==> src/rtl/i2c_bus_arbiter.sv <==
// Round-robin arbiter sharing one I2C master engine between NUM_REQ requesters.
// Runs one transaction at a time with start-miss and overall timeout protection.
module i2c_bus_arbiter #(
    parameter int          NUM_REQ = 8,
    parameter logic [19:0] TIMEOUT = 20'd100000,
    parameter int          TO_W    = 20
) (
    input  logic                 clk,
    input  logic                 rst,
    input  logic [NUM_REQ-1:0]   req_valid,
    input  logic [7*NUM_REQ-1:0] req_addr,
    input  logic [NUM_REQ-1:0]   req_rw,
    input  logic [NUM_REQ-1:0]   req_two_bytes,
    input  logic [16*NUM_REQ-1:0] req_wdata,
    output logic [NUM_REQ-1:0]   grant,
    output logic [NUM_REQ-1:0]   done,
    output logic [15:0]          rsp_data,
    output logic                 rsp_err,
    output logic                 eng_start,
    output logic [6:0]           eng_addr,
    output logic                 eng_rw,
    output logic                 eng_two_bytes,
    output logic [15:0]          eng_data,
    output logic                 eng_abort,
    input  logic [15:0]          eng_read_data,
    input  logic                 eng_ready
);

    localparam int IW = (NUM_REQ > 1) ? $clog2(NUM_REQ) : 1;

    typedef enum logic [2:0] {IDLE, ISSUE, WAIT_BUSY, WAIT_DONE, ABORT, RESP} state_t;

    state_t          state, state_nxt;
    logic [TO_W-1:0] timer, timer_inc;
    logic [IW-1:0]   last, idx, pick_idx;
    logic            pick_found;
    logic            time_up;
    logic [6:0]      lat_addr;
    logic            lat_rw, lat_two;
    logic [15:0]     lat_data;

    // Search from last+1 upward with wrap; the lowest offset wins.
    always_comb begin
        pick_found = 1'b0;
        pick_idx   = '0;
        for (int k = NUM_REQ; k >= 1; k--) begin
            if (req_valid[(int'(last) + k) % NUM_REQ]) begin
                pick_found = 1'b1;
                pick_idx   = IW'((int'(last) + k) % NUM_REQ);
            end
        end
    end

    assign timer_inc = (&timer) ? timer : timer + 1'b1;
    // Timeout is judged on the value the timer is about to take, so it beats a same-cycle ready.
    assign time_up   = (timer_inc == TO_W'(TIMEOUT - 20'd1));

    always_comb begin
        state_nxt = state;
        grant     = '0;
        done      = '0;
        eng_start = 1'b0;
        eng_abort = 1'b0;
        case (state)
            IDLE: begin
                if (eng_ready && pick_found) state_nxt = ISSUE;
            end
            ISSUE: begin
                grant[idx] = 1'b1;
                eng_start  = 1'b1;
                state_nxt  = WAIT_BUSY;
            end
            WAIT_BUSY: begin
                if (time_up)                      state_nxt = ABORT;
                else if (!eng_ready)              state_nxt = WAIT_DONE;
                else if (timer == TO_W'(3))       state_nxt = ABORT;
            end
            WAIT_DONE: begin
                if (time_up)        state_nxt = ABORT;
                else if (eng_ready) state_nxt = RESP;
            end
            ABORT: begin
                eng_abort = 1'b1;
                state_nxt = RESP;
            end
            RESP: begin
                done[idx] = 1'b1;
                state_nxt = IDLE;
            end
            default: state_nxt = IDLE;
        endcase
    end

    always_ff @(posedge clk) begin
        if (rst) begin
            state    <= IDLE;
            timer    <= '0;
            last     <= IW'(NUM_REQ - 1);
            idx      <= '0;
            lat_addr <= '0;
            lat_rw   <= 1'b0;
            lat_two  <= 1'b0;
            lat_data <= '0;
            rsp_data <= '0;
            rsp_err  <= 1'b0;
        end else begin
            state <= state_nxt;
            case (state)
                IDLE: begin
                    if (state_nxt == ISSUE) begin
                        idx      <= pick_idx;
                        lat_addr <= req_addr[7*int'(pick_idx) +: 7];
                        lat_rw   <= req_rw[pick_idx];
                        lat_two  <= req_two_bytes[pick_idx];
                        lat_data <= req_rw[pick_idx] ? 16'd0 : req_wdata[16*int'(pick_idx) +: 16];
                    end
                end
                ISSUE: timer <= '0;
                WAIT_BUSY, WAIT_DONE: begin
                    timer <= timer_inc;
                    if (state_nxt == ABORT) begin
                        rsp_data <= 16'd0;
                        rsp_err  <= 1'b1;
                    end else if (state_nxt == RESP) begin
                        rsp_data <= lat_rw ? eng_read_data : 16'd0;
                        rsp_err  <= 1'b0;
                    end
                end
                RESP: last <= idx;
                default: ;
            endcase
        end
    end

    assign eng_addr      = lat_addr;
    assign eng_rw        = lat_rw;
    assign eng_two_bytes = lat_two;
    assign eng_data      = lat_data;

endmodule

==> config.mk <==
export PLATFORM = sky130hd
export DESIGN_NAME = i2c_bus_arbiter
export DESIGN_NICKNAME = d
export VERILOG_FILES = /design/src/rtl/i2c_bus_arbiter.sv
export SDC_FILE = /design/constraint.sdc
export NUM_CORES = 1
export LEC_CHECK = 0
export BUFFER_PORTS_ARGS = -buffer_cell sky130_fd_sc_hd__buf_2
export CAP_MARGIN = 20
export CORE_MARGIN = 5
export CORE_UTILIZATION = 52
export CTS_CLUSTER_DIAMETER = 120
export DETAILED_ROUTE_END_ITERATION = 8
export PLACE_DENSITY_LB_ADDON = 0.12
export RECOVER_POWER = 50
export REMOVE_ABC_BUFFERS = 1
export SLEW_MARGIN = 30
export SYNTH_ARGS = -nofsm -noshare
export SYNTH_HDL_FRONTEND = slang
export SYNTH_SLANG_ARGS = --single-unit
==> constraint.sdc <==
create_clock -name clk -period 12.1 [get_ports clk]
set_input_delay 2.42 -clock clk [delete_from_list [all_inputs] [get_ports clk]]
set_output_delay 2.42 -clock clk [all_outputs]
set_load 0.02 [all_outputs]
Word-level counts from Yosys, hierarchy flattened
Cells that the tools add are included.
- add/subtract/negate cells: 9
- $mul: 1
- divide/modulo/power cells: 0
- $lt $le $gt $ge: 11
- equality and inequality tests: 10
- shifts and indexed selects: 2
- mux-type cells: 65
- bitwise operators: 8
- reduce and logical (&&, ||, !) cells: 17
- operator list (cell ; count):
    variable part select 128 x 8 -> 16 bit ; 1
    2-to-1 mux 16 bit ; 4
    variable part select 56 x 7 -> 7 bit ; 1
    2-to-1 mux 3 bit ; 14
    < comparator 4 x 5 -> 1 bit, second input constant ; 8
    one-hot mux 20 bit (2 select lines) ; 1
    2-to-1 mux 1 bit ; 31
    binary-select mux 1 bit (select 3 bit) ; 10
    OR reduction 3 bit ; 8
    adder 20 x 1 -> 20 bit, second input constant ; 1
    == test 20 x 17 -> 1 bit, second input constant ; 1
    == test 20 x 2 -> 1 bit, second input constant ; 1
    2-to-1 mux 20 bit ; 1
    AND reduction 20 bit ; 1
    2-to-1 mux 8 bit ; 2
    one-hot mux 3 bit (5 select lines) ; 1
    adder 3 bit, second input constant ; 4
    == test 3 bit, second input constant ; 4
    bitwise AND 1 bit, first input constant ; 8
    < comparator 3 x 4 -> 1 bit, second input constant ; 2
    adder 3 x 1 -> 3 bit, second input constant ; 2
    adder 3 x 2 -> 3 bit, second input constant ; 2
    == test 3 x 1 -> 1 bit, second input constant ; 2
    == test 3 x 2 -> 1 bit, second input constant ; 2
    8 further kinds ; 11
- flip-flop bits (word level): 71
- bits in latches: 0
- bits in writable memories: 0
- ROM bits: 0
- output and inout bits: 60
- logic and storage cells: 133
- memories kept: 0

Logic depth before layout (Yosys ltp)
- word-level depth: 20
- gate-level depth with buffers: 16

Least setup slack after synthesis
No wires, ideal clock.
- kind: in2reg
- from: in req_valid[7]
- to: reg lat_data[10] (netlist: eng_data[10])
- setup time: 0.117 ns
- data arrival time: 4.878 ns
- path slack: 7.105 ns
- stages on the path: 10
- path through: mux2_1 mux4_2 nand2b_1 o31a_1 a211oi_1 a32oi_1 a221oi_2 nor4_4 buf_6 a32o_1
- longest elaborated chain between the ends: 16
- RTL lines (what ; RTL line ; source):
    start: declaration ; 10 ; input logic [NUM_REQ-1:0] req_valid,
    parallel branches: the longest is 16 deep, another holds variable part select 128 x 8 -> 16 bit ; n/a ;
    end signal: assignment ; 115 ; lat_data <= req_rw[pick_idx] ? 16'd0 : req_wdata[16*int'(pick_idx) +: 16];
    end: declaration ; 40 ; logic [15:0] lat_data;
Several ways; the timed one is not identified. The select of a mux whose other input is x is not followed.
A chain may end at the register's enable or synchronous reset.

Worst setup path in the final report
- from: in req_valid[3]
- to: reg lat_data[9] (netlist: eng_data[9])
Same word-level chain as after synthesis.

==> flow_summary_export.csv <==
group,metric,value,unit
status,outcome,"finished with violations",
status,violations,"capacitance limit, slew limit",
global_route,grt_pass1_wl,34200,um
timing,fin_crit,5.72,ns
global_route,grt_use_met2,0.490,
global_route,use_met3,0.0841,
worst_setup_path,cp.required,12.36,ns
power,p_leak,0.00320,uW
die,die_w,118,um
timing,finalCritPeriodShare,0.473,
logic_synthesis,yosysSeqAreaShare,0.236,
logic_synthesis,yosysTopAreaCellShare,0.236,
job,maxCapViolations,1,
worst_setup_path,crit_type,"input pin to flop",
placement,gp_congestion,0.929,
logic_synthesis,synthCells,744,
layout,layout.nets,1211,
die,io_pins,287,
worst_setup_path,crit_path_frequent_cell,"mux2_2",
logic_synthesis,yosysTopAreaCell,"dfxtp_1",
layout,area_growth,26.4,%
global_route,grt.total_usage,0.296,
timing,relSlewSlack,-0.445,
worst_setup_path,crit_slowest_cell,"nor4_4",
drt,vias,7013,
logic_synthesis,syn-mean-instance-area,8.11,um2
placement,io_buffers,286,
global_route,antenna_found_initial,4,
global_route,grt_max_degree,92,
power,powerDensity,92.8,nW/um2
logic_synthesis,synth_ff_type,"dfxtp_1",
timing,fin_skew,0.00806,ns
timing,setup_tns,0,ns
worst_setup_path,crit_family,"simple AND/OR/NAND/NOR gates",
clocking,cts_tree,"done",
timing,drv_slew,44,
drt,drt-initial-drc-count,618,
die,start_util,0.528,
drt,dr.pass1.iters,5,
logic_synthesis,synth_cell_types,77,
die,core,11400,um2
worst_setup_path,timing.rr.end,"eng_data[9]$_SDFFE_PP0P_",
drt,ant_nets,0,
placement,dp_cells,1112,
worst_setup_path,end_kind,"flop",
placement,detailed_place_hpwl,16600,um
logic_synthesis,synth_area,6030,um2
layout,fin_cells,1132,
logic_synthesis,ys_top_cells_by_count,"nand2_1 (94), dfxtp_1 (71), nor2_1 (58)",
drt,drcViolationCount,0,
worst_setup_path,r2r_cells,12,
worst_setup_path,path_buf_inv,1,
power,vdd.ir_drop.worst,103,uV
clocking,cts_root_buf,"clkbuf_16",
logic_synthesis,ys_async_sr_fraction,0,
clocking,cts_buffer_depth,2,
clocking,htreeDepth,3,
worst_setup_path,worstSetupStartpointType,"input pin",
timing,finalHoldViolCount,0,
logic_synthesis,yosysWarnings,0,
layout,fill_cells,1047,
worst_setup_path,path_cells,"buf_2 > mux4_2 > mux2_2 > a2111oi_0 > o31ai_1 > mux2_2 > and2_1 > a221oi_2 > nor4_4 > a32o_1",
worst_setup_path,cp_slowest_stage_delay,0.82,ns
min_path,whs_endpoint,"rsp_err$_SDFFE_PP0P_",
layout,multi_input_area,4220,um2
layout,drive_gt1_frac,0.320,
logic_synthesis,yosysMostFrequentCell,"nand2_1",
worst_setup_path,cp_data_arrival_time,5.98,ns
min_path,hold_path_depth,2,
global_route,top_usage_layer,"met2",
timing,worst_pin_slew,2.17,ns
layout,regArea,1420,um2
worst_setup_path,regToRegStartpoint,"last[1]$_SDFFE_PP1N_",
min_path,hold_path.class,"flop to flop",
clocking,clkSlewWorstSetupHoldPaths,0.05,ns
drt,viasPerCell,6.20,
timing,rsz0062_at_grt,"no",
clocking,cts_sinks,71,
worst_setup_path,critPathMaxFanout,18,
timing,setup_violations,0,
timing,clock.fmax,175,MHz
drt,postRouteWirelength,21900,um
die,fp-row-count,39,
global_route,grt_pass1_vias,6613,
clocking,clk_latency,0.33,ns
drt,wire_per_inst,19.3,um
clocking,cts_setup_buffers,0,
die,die_h,118,um
clocking,cts_resized,0,
logic_synthesis,synth_edf_count,0,
logic_synthesis,ys_ff_latch,71,
clocking,ctsHoldBuffers,0,
clocking,cts_made_buffers,9,
min_path,hp-start,"rsp_err$_SDFFE_PP0P_",
worst_setup_path,reg2reg_slack,6.94,ns
global_route,met1_usage,0.378,
die,die-area,13900,um2
global_route,grt_overflow_total,0,
logic_synthesis,synth.area.top_cells,"dfxtp_1 (24%), mux2i_1 (7.0%), nand2_1 (5.8%)",
-- cell families (layout without fill, tap and decap cells) --
logic type / Yosys count / after routing / synth area share
xor+xnor: 12 / 12 / 0.0187
fa+ha+maj: 3 / 3 / 0.00622
buf+inv: 87 / 329 / 0.0701
other cells: 0 / 3 / 0
simple gates: 281 / 281 / 0.238
mux: 68 / 68 / 0.142
compound gates: 222 / 222 / 0.289
flops: 71 / 71 / 0.236
-- cell type report --
type / instances / share of cell area
diodes: 3 / 0.000985
clock buffers: 11 / 0.0318
clock inverters: 5 / 0.00443
inverters: 16 / 0.00788
multi-input cells: 586 / 0.553
flip-flops and latches: 71 / 0.186
well taps: 143 / 0.0235
repair buffers: 297 / 0.192
-- per-layer routing --
metal  vias to the layer above  part of all wire
met5                         -            0.0015
met4                         4             0.019
met3                        34             0.097
met2                       356              0.48
met1                      3272              0.40
li1                       3347                 -
-- layout by cell type (no fill, tap or decap), types with 4 or more instances in the layout --
| cell type | Yosys | routed |
|---|---|---|
| mux2_1 | 6 | 6 |
| buf_2 | 20 | 244 |
| nor2_1 | 58 | 58 |
| clkbuf_1 | 36 | 44 |
| xnor2_1 | 7 | 7 |
| a32o_1 | 16 | 16 |
| nor4_1 | 15 | 15 |
| mux4_2 | 12 | 12 |
| dfxtp_1 | 71 | 71 |
| inv_1 | 15 | 15 |
| clkbuf_16 | 0 | 9 |
| a22o_1 | 17 | 17 |
| nand3_1 | 9 | 9 |
| xor2_1 | 4 | 4 |
| nand4_1 | 5 | 5 |
| a32oi_1 | 36 | 36 |
| o21ai_0 | 23 | 23 |
| a31oi_1 | 9 | 9 |
| a21oi_1 | 28 | 28 |
| a221o_1 | 6 | 6 |
| mux2i_1 | 42 | 41 |
| nand2_1 | 94 | 93 |
| buf_4 | 7 | 9 |
| and3_1 | 40 | 40 |
| and2_1 | 5 | 5 |
| nand2b_1 | 6 | 6 |
| a221oi_1 | 4 | 4 |
| o21ai_1 | 10 | 10 |
| mux2_2 | 7 | 7 |
| nor3_1 | 22 | 22 |
| a211oi_1 | 35 | 35 |
-- sequential cells by signal, summed over array words and instances (netlist names) --
name / count
timer: 20
eng_data: 16
rsp_data: 16
eng_addr: 7
idx: 3
last: 3
state: 3
eng_rw: 1
eng_two_bytes: 1
rsp_err: 1
-- tightest hold or removal path, delay by kind of cell, from the launching register on --
kind / cells / cell delay [ns]
buffers and inverters: 1 / 0.05
AOI/OAI and AO/OA: 1 / 0.05
DFF: 1 / 0.31
-- worst max path at each step --
stage	start	to	depth (start not counted)
6_report	req_valid[3]	eng_data[9]$_SDFFE_PP0P_	10
5_1_grt	req_valid[3]	eng_data[9]$_SDFFE_PP0P_	10
4_1_cts	req_valid[3]	eng_data[9]$_SDFFE_PP0P_	10
3_5_place_dp	req_valid[3]	eng_data[5]$_SDFFE_PP0P_	10
3_3_place_gp	req_valid[2]	eng_data[9]$_SDFFE_PP0P_	11
2_1_floorplan	req_valid[2]	eng_addr[6]$_SDFFE_PP0P_	7
-- report_power, final --
part           leakage, uW  internal [uW]  switching, uW
Clock             0.000132            144            101
Combinational      0.00250           86.0            121
Sequential        0.000577            246           9.60
Total              0.00320            476            231
-- per-stage QoR --
step	setup WS (ns)	utilization	instance area [um2]	power (uW)	hold slack, ns
3_5_place_dp	6.14	0.647	7390	467	0.437
5_1_grt	6.24	0.667	7620	742	0.469
6_report	6.38	0.668	7620	707	0.449
2_1_floorplan	4.84	-	5670	381	0.501
3_3_place_gp	6.09	0.647	7380	465	0.428
4_1_cts	6.45	0.671	7660	712	0.446
Note: power is estimated with default switching activity, not from simulation.
